## src/rtl/q_pkg.sv

```systemverilog
// Shared constants for the sign-magnitude fixed-point datapath.
// Default word layout: sign in the MSB, magnitude below it.
package q_pkg;
  localparam int unsigned N_DEF    = 32;
  localparam int unsigned Q_DEF    = 19;
  localparam int unsigned SIGN_BIT = N_DEF - 1;
  localparam int unsigned MAG_MSB  = N_DEF - 2;
  localparam logic [N_DEF-1:0] ZERO    = '0;
  localparam logic [N_DEF-2:0] MAG_SAT = '1;
endpackage

```

## src/rtl/q_add_core.sv

```systemverilog
// Combinational sign-magnitude adder with saturation on magnitude overflow.
// Zero results are always returned as +0.
module q_add_core
  import q_pkg::*;
#(
  parameter int unsigned N = N_DEF
) (
  input  logic [N-1:0] a,
  input  logic [N-1:0] b,
  output logic [N-1:0] sum,
  output logic         ovf
);
  localparam int unsigned SB = N - 1;

  logic         sa, sb;
  logic [N-2:0] ma, mb;
  logic [N-1:0] full;

  assign sa = a[SB];
  assign sb = b[SB];
  assign ma = a[N-2:0];
  assign mb = b[N-2:0];

  always_comb begin
    sum  = '0;
    ovf  = 1'b0;
    full = {1'b0, ma} + {1'b0, mb};
    if (sa == sb) begin
      if (full[SB]) begin
        sum = {sa, {(N-1){1'b1}}};
        ovf = 1'b1;
      end else begin
        sum = {sa, full[N-2:0]};
      end
    end else if (ma > mb) begin
      sum = {sa, ma - mb};
    end else if (mb > ma) begin
      sum = {sb, mb - ma};
    end else begin
      sum = '0;
    end
    // Covers -0 + -0 as well as exact cancellation.
    if (sum[N-2:0] == '0) begin
      sum[SB] = 1'b0;
    end
  end
endmodule

```

## src/rtl/q_add.sv

```systemverilog
// Registered sign-magnitude fixed-point adder, one-cycle latency.
// Q only affects interpretation; the add logic is format-agnostic.
module q_add
  import q_pkg::*;
#(
  parameter int unsigned Q = Q_DEF,
  parameter int unsigned N = N_DEF
) (
  input  logic         clk,
  input  logic         rst,
  input  logic         in_valid,
  input  logic [N-1:0] a,
  input  logic [N-1:0] b,
  output logic         out_valid,
  output logic [N-1:0] c,
  output logic         ovf
);
  if (Q > N - 1) begin : g_bad_q
    $error("q_add: Q exceeds magnitude width");
  end

  logic [N-1:0] sum;
  logic         sum_ovf;

  q_add_core #(.N(N)) u_core (
    .a   (a),
    .b   (b),
    .sum (sum),
    .ovf (sum_ovf)
  );

  always_ff @(posedge clk) begin
    if (rst) begin
      c         <= '0;
      ovf       <= 1'b0;
      out_valid <= 1'b0;
    end else begin
      out_valid <= in_valid;
      if (in_valid) begin
        c   <= sum;
        ovf <= sum_ovf;
      end
    end
  end
endmodule

```

## config.mk

```make
export PLATFORM = sky130hd
export DESIGN_NAME = q_add
export DESIGN_NICKNAME = d
export VERILOG_FILES = /design/src/rtl/q_pkg.sv /design/src/rtl/q_add_core.sv /design/src/rtl/q_add.sv
export SDC_FILE = /design/constraint.sdc
export NUM_CORES = 1
export LEC_CHECK = 0
export CORE_ASPECT_RATIO = 2
export CORE_MARGIN = 4
export CORE_UTILIZATION = 59
export CTS_BUF_LIST = sky130_fd_sc_hd__clkbuf_8
export DETAILED_ROUTE_END_ITERATION = 12
export GPL_TIMING_DRIVEN = 0
export PLACE_DENSITY = 0.84
export SYNTH_ARGS = -nofsm -noshare
export SYNTH_HDL_FRONTEND = slang
export SYNTH_SLANG_ARGS = --single-unit
```

## constraint.sdc

```tcl
create_clock -name clk -period 4.8 [get_ports clk]
set_clock_uncertainty 0.05 [all_clocks]
set_input_delay 1.44 -clock clk [delete_from_list [all_inputs] [get_ports clk]]
set_output_delay 1.44 -clock clk [all_outputs]
set_load 0.01 [all_outputs]
```

==> flow_summary.toml, run 1 <==
[run_status]
status = "did not finish"
stop_stage = "global routing"
tool.error = "[ERROR GRT-0232] Routing congestion too high. Check the congestion heatmap in the GUI."

[clock_network]
numCtsBuffers = 5
clock-sinks = 34
clk_path_buf_depth = 2
htreeDepth = 2
root_buffer = "clkbuf_8"
cts_hold_buf = 0

[floorplanning]
rows = 59
start_util_pct = 60.5
ioPinCount = 101
die_y_um = 172
die_w_um = 90.1

[synth]
ys_warn_count = 0
ys_types = 92
ys_seq_elements = 34
async_reset_ff_share_pct = 0
synth.avg_cell_area_sq_um = 6.92
synthMuxAreaShare_pct = 1.78
synth-xor-area-share_pct = 3.42
synth_fp_nets = 1318
synthTopCellsByArea = "ha_1 (16%), dfxtp_1 (8.6%), a21oi_1 (8.1%)"
ys.flop_type = "dfxtp_1"
synth_fa_ha_area_share_pct = 16.3
synth_top_area_cell = "ha_1"
synth_area_sq_mm = 0.00795
synth_top_family_by_area = "compound AO/OA/AOI/OAI gates"
synthCells = 1149
synthSimpleGateAreaFrac_pct = 23.5
synth_compound_gate_area_share_pct = 37.5
synth_edf_count = 0
synth_seq_area_share_pct = 8.56
netlist.area_leader.share_pct = 15.6

[grt]
grt_util_all_layers_pct = 61.3
grt_max_degree = 11
grt_overflow_total = 52

[placed_design]
io_buffers = 98
placed_area_sq_mm = 0.00912
place.gp.congestion = 1.16
place_hpwl_mm = 29.0

[sta]
worst_endpoint_kind = "sequential cell input"
worst_endpoint = "c[31]$_SDFFE_PP0P_/D"
-- kinds of logic after synthesis --
group / count (synthesis)
AO/OA/AOI/OAI: 436
AND/OR/NAND/NOR: 371
buffers and inverters: 161
adder cells (fa/ha/maj): 102
flip-flops: 34
XOR/XNOR: 31
multiplexers: 14
-- metal layers --
layer	GRT overflow	GRT usage, %
met3	0	34.0
met2	33	91.4
met4	19	71.1
met1	0	54.5
met5	0	0.962
-- per-stage QoR --
stage,util [%],hold WS [ns],setup TNS [ns],instances,worst slack [ns]
CTS,82.7,0.436,0,1476,0.00496
global placement,69.4,0.402,-24.20,1399,-1.57
detailed placement,69.4,0.411,-25.35,1399,-1.58
floorplan,-,0.431,0,1149,0.436
-- cell usage after synthesis (all sizes together) (15+ instances only) --
library cell	n
a211oi	21
o21bai	19
nand4	17
nor2b	21
nor2	110
o211ai	22
inv	94
buf	47
ha	99
nor3	32
clkbuf	20
or2	15
xnor2	28
a21oi	131
nand2	83
dfxtp	34
o21ai	75
o31ai	18
a21o	26
nand3	19
-- what timing repair did --
item	CTS
setup buffers	70
pin swaps	71
gates resized for setup	302
hold endpoints to repair	0
endpoints found under the setup margin	31
==> run 2: changes to the inputs <==
==> config.mk (replaced) <==
export PLATFORM = sky130hd
export DESIGN_NAME = q_add
export DESIGN_NICKNAME = d
export VERILOG_FILES = /design/src/rtl/q_pkg.sv /design/src/rtl/q_add_core.sv /design/src/rtl/q_add.sv
export SDC_FILE = /design/constraint.sdc
export NUM_CORES = 1
export LEC_CHECK = 0
export CORE_MARGIN = 4
export CORE_UTILIZATION = 40
export DETAILED_ROUTE_END_ITERATION = 12
export GPL_TIMING_DRIVEN = 0
export PLACE_DENSITY_LB_ADDON = 0.15
export SYNTH_ARGS = -nofsm -noshare
export SYNTH_HDL_FRONTEND = slang
export SYNTH_SLANG_ARGS = --single-unit
==> run 2 against run 1 <==
The flow now finishes without violations; synthesized cell count stayed put; synthesized area stayed put.
==> flow_summary.toml, run 2 <==
[power]
p_sw_share_pct = 47.9
power.switching_mw = 1.14
p_total_mw = 2.37
pwr-share-comb_pct = 73.4
p_int_mw = 1.23
vdd_drop_max_mv = 0.170
powerDensity_mw_per_mm2 = 204
seqPwrFrac_pct = 14.0
leakage_nw = 4.84
power_frac_clock_pct = 12.6

[drt]
drt_iter0_drc = 878
drt_wl_total_mm = 36.3
wl_per_cell_um = 22.2
drt_first_pass_iters = 5
post-route-drc-count = 0
num_vias = 10100
drtAntennaViolNets = 0
vias_per_cell = 6.18

[floorplanning]
die_w_um = 149
start_util_pct = 40.7
rows = 51
coreArea_sq_mm = 0.0195
die_y_um = 149
die-area_sq_mm = 0.0222
ioPinCount = 101

[sta]
period_share_pct = 98.9
final-hold-violation-count = 0
setup_ws_ns = 0.0506
whs_ns = 0.403
setup_viol = 0
slew_headroom_pct = 48.4
report.final.slew_viol_count = 0
max_freq_mhz = 211
min_period_ns = 4.75
worst_slew_pin_slew_ns = 0.774

[grt]
antenna_found_initial = 0
grt_pass1_wl_mm = 55.2
grt_pass1_vias = 9868
grt_overflow_total = 0
grt_util_all_layers_pct = 31.2
grt_max_degree = 11

[clock_network]
htreeDepth = 2
cts_tree = "built"
clock-sinks = 34
clk_pin_slew_ns = 0.05
insertion_delay_ns = 0.27
clk_path_buf_depth = 2
numCtsBuffers = 5
root_buffer = "clkbuf_16"
cts_hold_buf = 0

[synth]
synthTopCellsByArea = "ha_1 (16%), dfxtp_1 (8.6%), a21oi_1 (8.1%)"
synth_area_sq_mm = 0.00795
synthCells = 1149
synth_fp_nets = 1318
ys.flop_type = "dfxtp_1"
async_reset_ff_share_pct = 0
yosysMostFrequentCell = "a21oi_1"
synth.avg_cell_area_sq_um = 6.92
netlist.area_leader.share_pct = 15.6
synth_edf_count = 0
synth_top_area_cell = "ha_1"
synth_seq_area_share_pct = 8.56
ys_types = 92
ys_seq_elements = 34
yosys-top-cells-count = "a21oi_1 (128), nor2_1 (107), ha_1 (99)"
ys_warn_count = 0

[worst_setup_path]
critPathKind = "in -> reg"
critPathLaunchType = "input pin"
slowest_stage = "or4_4"
r2r_setup_slack_ns = 3.51
required_ns = 4.89
cp_max_fo = 6
cp.arrival_ns = 4.83
critPathMaxStageDelay_ns = 0.60
r2r_end = "c[31]"
end_kind = "register"
rr_worst_depth = 5
cp_cell_sequence = "dlygate4sd2_1 -> inv_2 -> ha_4 -> nand4_1 -> or4_4 -> nor2_4 -> a21oi_4 -> nor2_4 -> buf_6 -> buf_6 -> nor2_4 -> a2111oi_4 -> o21ai_1 -> nor4_2 -> and4_1 -> a221oi_2"
crit_top_cell = "nor2_4"
rr_startpoint = "c[31]"

[cells_and_area]
nNetsFinal = 1543
drive_gt1_share_pct = 30.0
multiInputGateArea_sq_mm = 0.00778
final_util_pct = 59.5
reg_top3 = "c: 32 flops, out_valid: 1 flops, ovf: 1 flops"
n_antenna_cell = 0
layout_common_cells = "buf_4 (128), nor2_1 (103), a21oi_1 (100), inv_1 (82), nand2_1 (80)"
largest_register_ffs = 32
register_area_sq_um = 681
final_area_sq_mm = 0.0116
fill_cells = 1891
top_register = "c"
area_growth_pct = 46.1
final_common_cell = "buf_4"

[hold_path]
min_from = "c[0]"
min_path_type = "reg -> reg"
min_path_cells = 2
hold_end = "c[0]"

[placed_design]
place.gp.congestion = 1.00
place_hpwl_mm = 27.6
placed_area_sq_mm = 0.00926
io_buffers = 98
place_ws_ns = -1.43

[run_status]
status = "complete, no violations"

[job]
max_cap_viol_count = 0
-- run 2: per-layer routing --
| layer | track usage [%] | vias to the layer above | share of wire, % |
|---|---|---|---|
| li1 | - | 4661 | - |
| met5 | 0 | - | 0 |
| met4 | 16.6 | 0 | 6.5 |
| met3 | 3.52 | 147 | 6.6 |
| met1 | 39.3 | 4814 | 41 |
| met2 | 52.3 | 512 | 46 |
-- run 2: metrics by stage --
stage                     cells  setup TNS, ns
after floorplan            1149              0
after CTS                  1609              0
after global routing       1639       -0.00616
final                      1639              0
after global placement     1512         -22.87
after detailed placement   1512         -22.53
-- run 2: how the worst max path moves through the flow --
| stage | from | endpoint | slack, ns | cells past startpoint |
|---|---|---|---|---|
| 2_1_floorplan | a[23] | c[31] | 0.44 | 15 |
| 3_3_place_gp | a[1] | c[31] | -1.48 | 14 |
| 3_5_place_dp | a[1] | c[31] | -1.43 | 14 |
| 4_1_cts | a[12] | c[31] | 0.008 | 16 |
| 5_1_grt | b[28] | c[31] | -0.006 | 17 |
| 6_report | a[28] | c[31] | 0.05 | 16 |
-- run 2: area by class of cell --
type | count | share of cell area (%)
timing repair buffer | 221 | 15.8
tap | 265 | 2.86
clock buffer | 5 | 1.08
multi-input combinational | 954 | 67.0
buffer | 64 | 4.07
inverter | 94 | 3.16
sequential | 34 | 5.86
clock inverter | 2 | 0.0862
-- run 2: power by group through the flow --
stage	combinational (mW)	sequential, mW	clock [mW]
final	1.74	0.332	0.298
after global routing	1.84	0.336	0.314
after CTS	1.61	0.333	0.300
after detailed placement	1.31	0.338	0
after global placement	1.31	0.337	0
after floorplan	0.824	0.350	0
-- run 2: kinds of logic (layout without fill, tap and decap cells) --
logic type                 count (synthesis)  in the layout  share of synthesized area (%)
AOI/OAI and AO/OA                        436            436                           37.5
xor gates and xnor gates                  31             31                           3.42
and+or+nand+nor                          371            371                           23.5
muxes                                     14             14                           1.78
adders and majority gates                102            102                           16.3
DFF                                       34             34                           8.56
buffers and inverters                    161            386                           8.83
-- run 2: worst max-delay path: cells and delay by family --
| kind | cells | cell delay, ns |
|---|---|---|
| AOI/OAI and AO/OA | 4 | 0.73 |
| adders and majority gates | 1 | 0.32 |
| and+or+nand+nor | 7 | 1.74 |
| buffers and inverters | 4 | 0.58 |
-- run 2: timing repair --
item / 4_1_cts / 5_1_grt
pin swaps: 78 / 67
gates cloned: 3 / 0
setup endpoints to repair: 31 / 4
hold endpoints to repair: 0 / 0
buffers inserted: 88 / 33
gates resized for setup: 310 / 150
Note: power is estimated with default switching activity, not from simulation.
